===== config.mk =====
export PLATFORM = sky130hd
export DESIGN_NAME = maze_engine
export DESIGN_NICKNAME = d
export VERILOG_FILES = /design/src/rtl/maze_pkg.sv /design/src/rtl/maze_map_rom.sv /design/src/rtl/maze_engine.sv
export SDC_FILE = /design/constraint.sdc
export NUM_CORES = 1
export LEC_CHECK = 0
export CAP_MARGIN = 0
export CORE_MARGIN = 10
export CORE_UTILIZATION = 59
export CTS_CLUSTER_SIZE = 20
export DETAILED_ROUTE_END_ITERATION = 10
export PLACE_DENSITY = 0.86
export RECOVER_POWER = 100
export SYNTH_ARGS = -nofsm -noshare
export SYNTH_HDL_FRONTEND = slang
export SYNTH_SLANG_ARGS = --single-unit

===== constraint.sdc =====
create_clock -name clk -period 5.31 [get_ports clk]
set_input_delay 1.3275 -clock clk [delete_from_list [all_inputs] [get_ports clk]]
set_output_delay 1.3275 -clock clk [all_outputs]
set_load 0.02 [all_outputs]

===== src/rtl/maze_pkg.sv =====
// Shared definitions for the maze game core: move directions, FSM states,
// the default 8x8 level tables and the win-screen smiley.
package maze_pkg;

  localparam logic [1:0] DIR_UP    = 2'b00;
  localparam logic [1:0] DIR_DOWN  = 2'b01;
  localparam logic [1:0] DIR_LEFT  = 2'b10;
  localparam logic [1:0] DIR_RIGHT = 2'b11;

  typedef enum logic [1:0] {
    ST_PLAY,
    ST_CHECK,
    ST_CRASH,
    ST_WIN
  } state_t;

  localparam int unsigned DEF_MAPS = 2;

  // Wall rows, index [map][y]; bit 7 is column x=0.
  localparam logic [7:0] DEF_WALLS [DEF_MAPS][8] = '{
    '{8'b0001_0000, 8'b0101_0110, 8'b0100_0000, 8'b0111_1100,
      8'b0000_0100, 8'b1110_0101, 8'b0000_0001, 8'b0111_1000},
    '{8'b0010_0000, 8'b0010_1110, 8'b1000_0010, 8'b1011_1010,
      8'b0000_1000, 8'b0110_1011, 8'b0100_0000, 8'b0001_0100}
  };

  localparam int unsigned DEF_START_X [DEF_MAPS] = '{0, 0};
  localparam int unsigned DEF_START_Y [DEF_MAPS] = '{0, 7};
  localparam int unsigned DEF_GOAL_X  [DEF_MAPS] = '{7, 7};
  localparam int unsigned DEF_GOAL_Y  [DEF_MAPS] = '{7, 0};

  localparam logic [7:0] SMILEY [8] = '{
    8'h3C, 8'h42, 8'hA5, 8'h81, 8'hA5, 8'h99, 8'h42, 8'h3C
  };

  // Maps beyond the table, and grids other than 8x8, tile the default maps.
  function automatic logic def_wall(int unsigned lvl, int unsigned x, int unsigned y);
    logic [7:0] r;
    r = DEF_WALLS[1'(lvl % DEF_MAPS)][3'(y % 8)];
    return r[3'(7 - (x % 8))];
  endfunction

  function automatic logic def_smiley(int unsigned x, int unsigned y);
    logic [7:0] r;
    r = SMILEY[3'(y % 8)];
    return r[3'(7 - (x % 8))];
  endfunction

  function automatic int unsigned def_start_x(int unsigned lvl);
    return DEF_START_X[1'(lvl % DEF_MAPS)];
  endfunction

  function automatic int unsigned def_start_y(int unsigned lvl);
    return DEF_START_Y[1'(lvl % DEF_MAPS)];
  endfunction

  function automatic int unsigned def_goal_x(int unsigned lvl);
    return DEF_GOAL_X[1'(lvl % DEF_MAPS)];
  endfunction

  function automatic int unsigned def_goal_y(int unsigned lvl);
    return DEF_GOAL_Y[1'(lvl % DEF_MAPS)];
  endfunction

endpackage


===== src/rtl/maze_map_rom.sv =====
// Combinational level ROM.
//   a_level/a_y -> a_row      : wall row for the move check
//   b_level/b_y -> b_row      : wall row for the display scan
//               -> b_smiley   : win pattern row for the display scan
//   s_level     -> start_x/y  : start cell
//   g_level     -> goal_x/y   : goal cell
module maze_map_rom
  import maze_pkg::*;
#(
  parameter int unsigned GRID     = 8,
  parameter int unsigned N_LEVELS = 2,
  localparam int unsigned W       = $clog2(GRID)
) (
  input  logic [2:0]      a_level,
  input  logic [W-1:0]    a_y,
  output logic [GRID-1:0] a_row,
  input  logic [2:0]      b_level,
  input  logic [W-1:0]    b_y,
  output logic [GRID-1:0] b_row,
  output logic [GRID-1:0] b_smiley,
  input  logic [2:0]      s_level,
  output logic [W-1:0]    start_x,
  output logic [W-1:0]    start_y,
  input  logic [2:0]      g_level,
  output logic [W-1:0]    goal_x,
  output logic [W-1:0]    goal_y
);

  if (GRID < 4 || GRID > 16 || (GRID & (GRID - 1)) != 0) begin : g_bad_grid
    $error("maze_map_rom: GRID must be a power of 2 in 4..16");
  end
  if (N_LEVELS < 1 || N_LEVELS > 8) begin : g_bad_levels
    $error("maze_map_rom: N_LEVELS must be in 1..8");
  end

  for (genvar l = 0; l < N_LEVELS; l++) begin : g_lvl
    if (def_wall(l, def_start_x(l) % GRID, def_start_y(l) % GRID) ||
        def_wall(l, def_goal_x(l) % GRID, def_goal_y(l) % GRID)) begin : g_bad_cell
      $error("maze_map_rom: level %0d has a start or goal cell on a wall", l);
    end
  end

  always_comb begin
    a_row    = '0;
    b_row    = '0;
    b_smiley = '0;
    for (int unsigned x = 0; x < GRID; x++) begin
      a_row[W'(GRID - 1 - x)]    = def_wall(32'(a_level), x, 32'(a_y));
      b_row[W'(GRID - 1 - x)]    = def_wall(32'(b_level), x, 32'(b_y));
      b_smiley[W'(GRID - 1 - x)] = def_smiley(x, 32'(b_y));
    end
  end

  assign start_x = W'(def_start_x(32'(s_level)) % GRID);
  assign start_y = W'(def_start_y(32'(s_level)) % GRID);
  assign goal_x  = W'(def_goal_x(32'(g_level)) % GRID);
  assign goal_y  = W'(def_goal_y(32'(g_level)) % GRID);

endmodule


===== src/rtl/maze_engine.sv =====
// Maze game core: player position, wall check, level sequencing,
// crash/win handling and registered row-scan drive for the dot matrix.
//   clk, reset       : clock, synchronous active-high reset
//   scan_en          : display row advance / crash hold tick
//   move_valid/dir   : debounced key press and direction
//   row/red/green    : matrix drive, MSB = top row / left column
//   pos_x/pos_y/level: player state; crashed/won: state flags
module maze_engine
  import maze_pkg::*;
#(
  parameter int unsigned GRID       = 8,
  parameter int unsigned N_LEVELS   = 2,
  parameter int unsigned CRASH_HOLD = 0,
  parameter int unsigned WRAP       = 0,
  localparam int unsigned W         = $clog2(GRID)
) (
  input  logic            clk,
  input  logic            reset,
  input  logic            scan_en,
  input  logic            move_valid,
  input  logic [1:0]      move_dir,
  output logic [GRID-1:0] row,
  output logic [GRID-1:0] red,
  output logic [GRID-1:0] green,
  output logic [W-1:0]    pos_x,
  output logic [W-1:0]    pos_y,
  output logic [2:0]      level,
  output logic            crashed,
  output logic            won
);

  localparam int unsigned HW = (CRASH_HOLD > 1) ? $clog2(CRASH_HOLD) : 1;
  localparam logic [GRID-1:0] ROW_TOP  = {1'b1, {(GRID - 1){1'b0}}};
  localparam logic [W-1:0]    START0_X = W'(def_start_x(0) % GRID);
  localparam logic [W-1:0]    START0_Y = W'(def_start_y(0) % GRID);

  state_t          state_q, state_d;
  logic [2:0]      level_q, level_d;
  logic [W-1:0]    pos_x_q, pos_x_d, pos_y_q, pos_y_d;
  logic [W-1:0]    tgt_x_q, tgt_x_d, tgt_y_q, tgt_y_d;
  logic [HW-1:0]   hold_q, hold_d;
  logic [W-1:0]    ridx_q, ridx_d;
  logic [GRID-1:0] row_q, row_d, red_q, red_d, green_q, green_d;

  logic [W-1:0]    mv_x, mv_y;
  logic [GRID-1:0] a_row, b_row, b_smiley;
  logic [2:0]      s_level;
  logic [W-1:0]    start_x, start_y, goal_x, goal_y;
  logic            wall_hit;

  // In CHECK the start lookup is for the next level, used on a goal hit.
  assign s_level  = (state_q == ST_CHECK) ? level_q + 3'd1 : level_q;
  assign wall_hit = |(a_row & (ROW_TOP >> tgt_x_q));

  maze_map_rom #(
    .GRID     (GRID),
    .N_LEVELS (N_LEVELS)
  ) u_rom (
    .a_level  (level_q),
    .a_y      (tgt_y_q),
    .a_row    (a_row),
    .b_level  (level_d),
    .b_y      (ridx_d),
    .b_row    (b_row),
    .b_smiley (b_smiley),
    .s_level  (s_level),
    .start_x  (start_x),
    .start_y  (start_y),
    .g_level  (level_q),
    .goal_x   (goal_x),
    .goal_y   (goal_y)
  );

  always_comb begin
    state_d = state_q;
    level_d = level_q;
    pos_x_d = pos_x_q;
    pos_y_d = pos_y_q;
    tgt_x_d = tgt_x_q;
    tgt_y_d = tgt_y_q;
    hold_d  = hold_q;
    ridx_d  = scan_en ? ridx_q + 1'b1 : ridx_q;

    // Power-of-2 grid: plain W-bit arithmetic gives the wrap.
    mv_x = pos_x_q;
    mv_y = pos_y_q;
    case (move_dir)
      DIR_UP:    if (pos_y_q != '0 || WRAP != 0) mv_y = pos_y_q - 1'b1;
      DIR_DOWN:  if (pos_y_q != '1 || WRAP != 0) mv_y = pos_y_q + 1'b1;
      DIR_LEFT:  if (pos_x_q != '0 || WRAP != 0) mv_x = pos_x_q - 1'b1;
      default:   if (pos_x_q != '1 || WRAP != 0) mv_x = pos_x_q + 1'b1;
    endcase

    case (state_q)
      ST_PLAY: begin
        if (move_valid) begin
          tgt_x_d = mv_x;
          tgt_y_d = mv_y;
          state_d = ST_CHECK;
        end
      end
      ST_CHECK: begin
        if (wall_hit) begin
          state_d = ST_CRASH;
          hold_d  = '0;
        end else begin
          pos_x_d = tgt_x_q;
          pos_y_d = tgt_y_q;
          state_d = ST_PLAY;
          if (tgt_x_q == goal_x && tgt_y_q == goal_y) begin
            if (level_q == 3'(N_LEVELS - 1)) begin
              state_d = ST_WIN;
            end else begin
              level_d = level_q + 3'd1;
              pos_x_d = start_x;
              pos_y_d = start_y;
            end
          end
        end
      end
      ST_CRASH: begin
        if (CRASH_HOLD != 0 && scan_en) begin
          if (32'(hold_q) + 32'd1 == CRASH_HOLD) begin
            hold_d  = '0;
            pos_x_d = start_x;
            pos_y_d = start_y;
            state_d = ST_PLAY;
          end else begin
            hold_d = hold_q + 1'b1;
          end
        end
      end
      default: ;
    endcase
  end

  // Display registers load from the next-state values so they track the
  // game state with no extra cycle of lag.
  always_comb begin
    row_d   = ROW_TOP >> ridx_d;
    red_d   = '0;
    green_d = b_row;
    case (state_d)
      ST_CRASH: green_d = '1;
      ST_WIN:   green_d = b_smiley;
      default:  if (ridx_d == pos_y_d) red_d = ROW_TOP >> pos_x_d;
    endcase
  end

  always_ff @(posedge clk) begin
    if (reset) begin
      state_q <= ST_PLAY;
      level_q <= '0;
      pos_x_q <= START0_X;
      pos_y_q <= START0_Y;
      tgt_x_q <= '0;
      tgt_y_q <= '0;
      hold_q  <= '0;
      ridx_q  <= '0;
      row_q   <= ROW_TOP;
      red_q   <= '0;
      green_q <= '0;
    end else begin
      state_q <= state_d;
      level_q <= level_d;
      pos_x_q <= pos_x_d;
      pos_y_q <= pos_y_d;
      tgt_x_q <= tgt_x_d;
      tgt_y_q <= tgt_y_d;
      hold_q  <= hold_d;
      ridx_q  <= ridx_d;
      row_q   <= row_d;
      red_q   <= red_d;
      green_q <= green_d;
    end
  end

  assign row     = row_q;
  assign red     = red_q;
  assign green   = green_q;
  assign pos_x   = pos_x_q;
  assign pos_y   = pos_y_q;
  assign level   = level_q;
  assign crashed = (state_q == ST_CRASH);
  assign won     = (state_q == ST_WIN);

endmodule


==> results of run 1 <==
## routing by layer
metal | up-vias | share of wire [%]
li1 | 1257 | -
met1 | 1223 | 43
met2 | 123 | 47
met3 | 20 | 8.4
met4 | 0 | 1.8
met5 | - | 0
## flip-flops by register name, indices dropped and copies added (netlist names)
name	cells
green	8
level	3
pos_x	3
pos_y	3
red	8
ridx_q	3
row	8
state_q	2
tgt_x_q	3
tgt_y_q	3
## kinds of logic (layout without fill, tap and decap cells)
logic type | count (synthesis) | in the layout | share of synthesized area (%)
and+or+nand+nor | 126 | 126 | 23.0
AOI/OAI and AO/OA | 86 | 86 | 22.0
adders and majority gates | 21 | 21 | 9.42
muxes | 12 | 12 | 4.58
buffers and inverters | 38 | 67 | 6.24
xor gates and xnor gates | 10 | 10 | 3.14
DFF | 44 | 44 | 31.6
## cell type report
cell class	instances	area [um2]	area share, %
multi-input combinational	255	1690	52.5
sequential	44	881	27.3
tap	52	65.1	2.02
timing repair buffer	42	415	12.9
clock buffer	6	72.6	2.25
clock inverter	2	35.0	1.09
inverter	17	63.8	1.98
## critical path: stages (launching register included)
cell and delay (ns):
dfxtp_1 0.68, inv_1 0.20, ha_1 0.40, nand2_1 0.09, o211ai_1 0.10, a222oi_1 0.49, nand2_2 0.18, o32ai_1 1.38
and2b_1 0.35, o211ai_1 0.21, nor3_1 0.21
## where the power goes
part	switching, mW	total, mW	internal [mW]
logic	0.118	0.196	0.0787
registers	0.0217	0.371	0.349
clock network	0.111	0.250	0.140
total	0.250	0.818	0.567
## placed cells by master, fill, tap and decap left out, types with 3 or more instances in the layout
master and instances:
and2_0 4, dlygate4sd3_1 38, clkbuf_8 5, a221oi_1 3, dfxtp_1 44, a41oi_1 3
nor3b_1 5, nand3_1 6, nand2b_1 13, nand2_1 27, nor2b_1 5, nor3_1 17
o21ai_0 15, a31oi_1 6, a21oi_1 23, nor4_1 6, o211ai_1 6, xnor2_1 8
a211oi_1 7, or2_2 3, a21o_1 3, a311oi_1 3, nor2_1 30, inv_1 15
mux2i_1 9, ha_1 21
## stage by stage
stage,instance area [um2],util [%],std cells
floorplan,2790,-,337
global placement,3160,70.6,410
detailed placement,3160,70.6,410
CTS,3270,73.0,418
global route,3230,72.1,418
finish,3230,72.1,418
## worst max-delay path by stage
stage / to / slack (ns) / cells past startpoint
after floorplan: red[4] / 2.29 / 12
after global routing: red[6] / 0.61 / 10
final: red[4] / 0.95 / 10
after CTS: red[4] / 1.53 / 10
after detailed placement: green[2] / 1.38 / 7
after global placement: green[2] / 1.52 / 7
==> impl_metrics.env, run 1 <==
export IMPL_grt_use_met2_pct=30.4
export IMPL_holdPathEnd="level[1]"
export IMPL_slew_viol_final=14
export IMPL_finalSetupViolCount=0
export IMPL_drc=0
export IMPL_hold_path_class="reg -> reg"
export IMPL_area_growth_synth_to_final_pct=15.7
export IMPL_nets=392
export IMPL_pin_count=41
export IMPL_cts_buffers=5
export IMPL_max_slew_margin_pct=-10.8
export IMPL_post_place_ws_ns=1.38
export IMPL_min_period_ns=4.36
export IMPL_critPathKind="reg -> reg"
export IMPL_drt_iter0_drc=204
export IMPL_insertedDiodeCount=0
export IMPL_rsz0062_at_grt="false"
export IMPL_root_buffer="clkbuf_8"
export IMPL_post_cts_repair_setup_buffers=0
export IMPL_clkTransAtPathRegs_ns=0.08
export IMPL_synth_most_common_cell="dfxtp_1"
export IMPL_r2r_end="red[4]"
export IMPL_grt_pass1_wl_um=11900
export IMPL_cts_hold_buf=0
export IMPL_syn_inst=337
export IMPL_grt_util_met1_pct=24.0
export IMPL_die_y_um=88.8
export IMPL_first_pass_iters=7
export IMPL_synth_flop_cell="dfxtp_1"
export IMPL_fin_hold_ws_ns=0.492
export IMPL_drtAntennaViolNets=0
export IMPL_fin_skew_ns=0.00825
export IMPL_cts_sinks=44
export IMPL_finalPower_uw=818
export IMPL_setup_tns_final_ns=0
export IMPL_fmax_mhz=229
export IMPL_tightest_slew_ns=1.66
export IMPL_use_met3_pct=3.77
export IMPL_syn_area_um2=2790
export IMPL_ir_drop_mv=0.223
export IMPL_ctsLongestPathBuffers=2
export IMPL_avgSynthCellArea_um2=8.28
export IMPL_synth_edf_count=0
export IMPL_ys_seq_area_share_pct=31.6
export IMPL_status="finished with violations"
export IMPL_netlist_top_cells_area="dfxtp_1 32%, ha_1 9.4%, a21oi_1 4.1%"
export IMPL_wl_um=7120
export IMPL_synth_nets=364
export IMPL_r2r_start="level[0]"
export IMPL_grt_usage_pct=18.8
export IMPL_crit_arrival_ns=4.59
export IMPL_async_flop_share_pct=0
export IMPL_tritoncts="yes"
export IMPL_grt_busiest_layer="met2"
export IMPL_io_buffers=40
export IMPL_htreeDepth=2
export IMPL_crit_path_end_kind="register"
export IMPL_rr_worst_depth=10
export IMPL_rows=24
export IMPL_gp_congestion=0.887
export IMPL_cp_required_ns=5.54
export IMPL_yosys_top_cells_count="44 x dfxtp_1, 30 x nor2_1, 27 x nand2_1, 23 x a21oi_1, 21 x ha_1"
export IMPL_cts_resized=0
export IMPL_cap_violations=1
export IMPL_violations="capacitance limit, slew limit"
export IMPL_regToRegSetupSlack_ns=0.95
export IMPL_hp_start="level[1]"
export IMPL_drive_gt1_share_pct=4.64
export IMPL_vias_per_cell=6.28
export IMPL_worstSetupStartpoint="level[0]"
export IMPL_timing_final_crit_share_pct=82.1
export IMPL_vias=2623
export IMPL_start_util_pct=62.3
export IMPL_die_area_um2=7880
export IMPL_powerDensity_nw_per_um2=253
export IMPL_hold_viol=0
export IMPL_die_w_um=88.8
export IMPL_yosysTopAreaCell="dfxtp_1"
export IMPL_clk_latency_ns=0.30
export IMPL_nFillCells=340
export IMPL_layout_setup_ws_ns=0.950
export IMPL_coreArea_um2=4470
export IMPL_synth_seq_cells=44
export IMPL_grt_start_max_net_pins=31
export IMPL_antenna_found_initial=0
export IMPL_crit_fanout=15
export IMPL_p_leak_nw=1.30
export IMPL_grt_pass1_vias=2451
export IMPL_synth_warnings=0
export IMPL_hold_path_depth=2
export IMPL_yosysTopAreaCellShare_pct=31.6
export IMPL_synth_distinct_cells=56
export IMPL_crit_path_start_kind="register"
export IMPL_dp_hpwl_um=5330
export IMPL_wl_per_cell_um=17.0
export IMPL_grt_overflow=0
Note: power is estimated with default switching activity, not from simulation.
==> inputs of run 2 (changes only) <==
--- a/config.mk
+++ b/config.mk
@@ -7,10 +7,10 @@
 export LEC_CHECK = 0
 export CAP_MARGIN = 0
 export CORE_MARGIN = 10
-export CORE_UTILIZATION = 59
+export CORE_UTILIZATION = 49
 export CTS_CLUSTER_SIZE = 20
 export DETAILED_ROUTE_END_ITERATION = 10
-export PLACE_DENSITY = 0.86
+export PLACE_DENSITY = 0.76
 export RECOVER_POWER = 100
 export SYNTH_ARGS = -nofsm -noshare
 export SYNTH_HDL_FRONTEND = slang
==> constraint.sdc (replaced) <==
create_clock -name clk -period 3.5 [get_ports clk]
set_input_delay 0.875 -clock clk [delete_from_list [all_inputs] [get_ports clk]]
set_output_delay 0.875 -clock clk [all_outputs]
set_load 0.02 [all_outputs]
==> run 2 against run 1 <==
Against the previous run:
- the run now ends clean
- flip-flop and latch count stayed put
- clock power is 57% higher
- first-iteration DRC count is 2.0% higher
- setup slack worse by 0.66 ns
- combinational power is 61% higher
- final cell count is 7.2% higher
- wire length is 3.4% lower
- via count is 3.5% lower
- sequential share of layout area is 0.89 points lower
- register-to-register slack worse by 0.59 ns
- sequential power is 51% higher
- non-clock buffer count is 10 higher
==> impl_metrics.env, run 2 (same netlist as run 1, synthesis figures left out) <==
export IMPL_grt_pass1_wl_um=11400
export IMPL_cts_resized=0
export IMPL_rsz0062_at_grt="false"
export IMPL_setup_tns_final_ns=0
export IMPL_crit_path_end_kind="register"
export IMPL_pin_count=41
export IMPL_place_area_um2=3260
export IMPL_hp_start="level[1]"
export IMPL_final_area_um2=3340
export IMPL_fmax_mhz=312
export IMPL_start_util_pct=50.6
export IMPL_dp_hpwl_um=5150
export IMPL_drtAntennaViolNets=0
export IMPL_crit_fanout=15
export IMPL_clkTransAtPathRegs_ns=0.09
export IMPL_grt_usage_pct=15.3
export IMPL_grt_overflow=0
export IMPL_vias=2532
export IMPL_critPathKind="in -> reg"
export IMPL_coreArea_um2=5510
export IMPL_clk_latency_ns=0.31
export IMPL_cp_required_ns=3.72
export IMPL_die_area_um2=9110
export IMPL_crit_family="buffers and inverters"
export IMPL_first_pass_iters=4
export IMPL_critical_path_cell_chain="dlygate4sd3_1, mux2_1, clkinv_1, ha_1, o21ai_0, o31ai_1, a311oi_1"
export IMPL_rr_worst_depth=10
export IMPL_finalSetupViolCount=0
export IMPL_wl_um=6880
export IMPL_area_growth_synth_to_final_pct=19.6
export IMPL_antenna_found_initial=0
export IMPL_cp_num_buf_inv=2
export IMPL_hold_path_depth=2
export IMPL_die_w_um=95.4
export IMPL_tritoncts="yes"
export IMPL_p_leak_nw=1.34
export IMPL_root_buffer="clkbuf_8"
export IMPL_insertedDiodeCount=0
export IMPL_post_cts_repair_setup_buffers=0
export IMPL_holdPathEnd="level[1]"
export IMPL_timing_final_crit_share_pct=91.6
export IMPL_hold_viol=0
export IMPL_max_slew_margin_pct=56.2
export IMPL_drc=0
export IMPL_multi_input_area_um2=1710
export IMPL_cts_hold_buf=0
export IMPL_cts_sinks=44
export IMPL_drt_iter0_drc=208
export IMPL_cap_violations=0
export IMPL_status="finished clean"
export IMPL_vias_per_cell=5.65
export IMPL_crit_slowest_cell="dlygate4sd3_1"
export IMPL_regToRegSetupSlack_ns=0.36
export IMPL_rows=27
export IMPL_nFillCells=506
export IMPL_max_stage_delay_ns=0.59
export IMPL_grt_start_max_net_pins=25
export IMPL_fin_skew_ns=0.0141
export IMPL_gp_congestion=0.901
export IMPL_min_period_ns=3.21
export IMPL_ctsLongestPathBuffers=2
export IMPL_cts_buffers=5
export IMPL_drive_gt1_share_pct=7.45
export IMPL_nets=402
export IMPL_r2r_end="red[5]"
export IMPL_grt_pass1_vias=2311
export IMPL_io_buffers=40
export IMPL_seqCellArea_um2=881
export IMPL_wl_per_cell_um=15.4
export IMPL_slew_viol_final=0
export IMPL_crit_path_start_kind="input port"
export IMPL_tightest_slew_ns=0.656
export IMPL_layout_commonest_cell="dfxtp_1"
export IMPL_layout_common_cells="44 x dfxtp_1, 38 x dlygate4sd3_1, 30 x nor2_1"
export IMPL_htreeDepth=2
export IMPL_hold_path_class="reg -> reg"
export IMPL_die_y_um=95.4
export IMPL_r2r_start="level[0]"
export IMPL_crit_arrival_ns=3.43
export IMPL_powerDensity_nw_per_um2=380
export IMPL_ir_drop_mv=0.203
## run 2: worst max-delay path by stage
stage                  start        to  slack (ns)  cells past startpoint
finish               scan_en  green[2]        0.29                      7
floorplan           level[0]    red[4]        0.48                     12
CTS                 level[0]    red[5]        0.40                     10
global route        level[0]  green[3]        0.06                     11
detailed placement   scan_en  green[2]        0.34                      7
global placement     scan_en  green[2]        0.33                      7
## run 2: worst min-delay path, cell delays in order (launching register included)
cell and delay [ns]:
dfxtp_1 0.34, nand2_1 0.06, a21oi_1 0.05
## run 2: through the flow
step	total power [mW]	utilization, %	instances	worst slack [ns]	hold WS [ns]
floorplan	0.791	-	337	0.484	0.559
global placement	0.892	59.2	440	0.327	0.487
detailed placement	0.898	59.2	440	0.339	0.498
CTS	1.28	61.2	448	0.398	0.509
global route	1.33	60.6	448	0.0619	0.543
finish	1.27	60.6	448	0.294	0.502
## run 2: cell type report
class / count / share of cell area [%]
sequential: 44 / 26.4
multi-input combinational: 255 / 51.4
clock buffer: 5 / 2.06
clock inverter: 3 / 1.28
timing repair buffer: 52 / 14.3
tap: 72 / 2.70
inverter: 17 / 1.91
## run 2: routing by layer
metal | up-vias | GRT usage [%] | part of all wire (%)
met5 | - | 0 | 0
met4 | 0 | 7.37 | 2.4
met3 | 16 | 3.46 | 5.5
met2 | 70 | 23.2 | 44
met1 | 1170 | 20.2 | 48
li1 | 1276 | - | -
## run 2: report_power, final
group	total, mW	internal, mW	switching [mW]
combinational	0.316	0.130	0.185
sequential	0.559	0.529	0.0302
clock	0.393	0.211	0.182
total	1.27	0.871	0.397
==> inputs of run 3 (changes only) <==
--- a/config.mk
+++ b/config.mk
@@ -10,6 +10,7 @@
 export CORE_UTILIZATION = 49
 export CTS_CLUSTER_SIZE = 20
 export DETAILED_ROUTE_END_ITERATION = 10
+export GPL_ROUTABILITY_DRIVEN = 1
 export PLACE_DENSITY = 0.76
 export RECOVER_POWER = 100
 export SYNTH_ARGS = -nofsm -noshare
==> results of run 3 <==
Same layout as run 2: the final DEF is identical, and so are final timing and power.
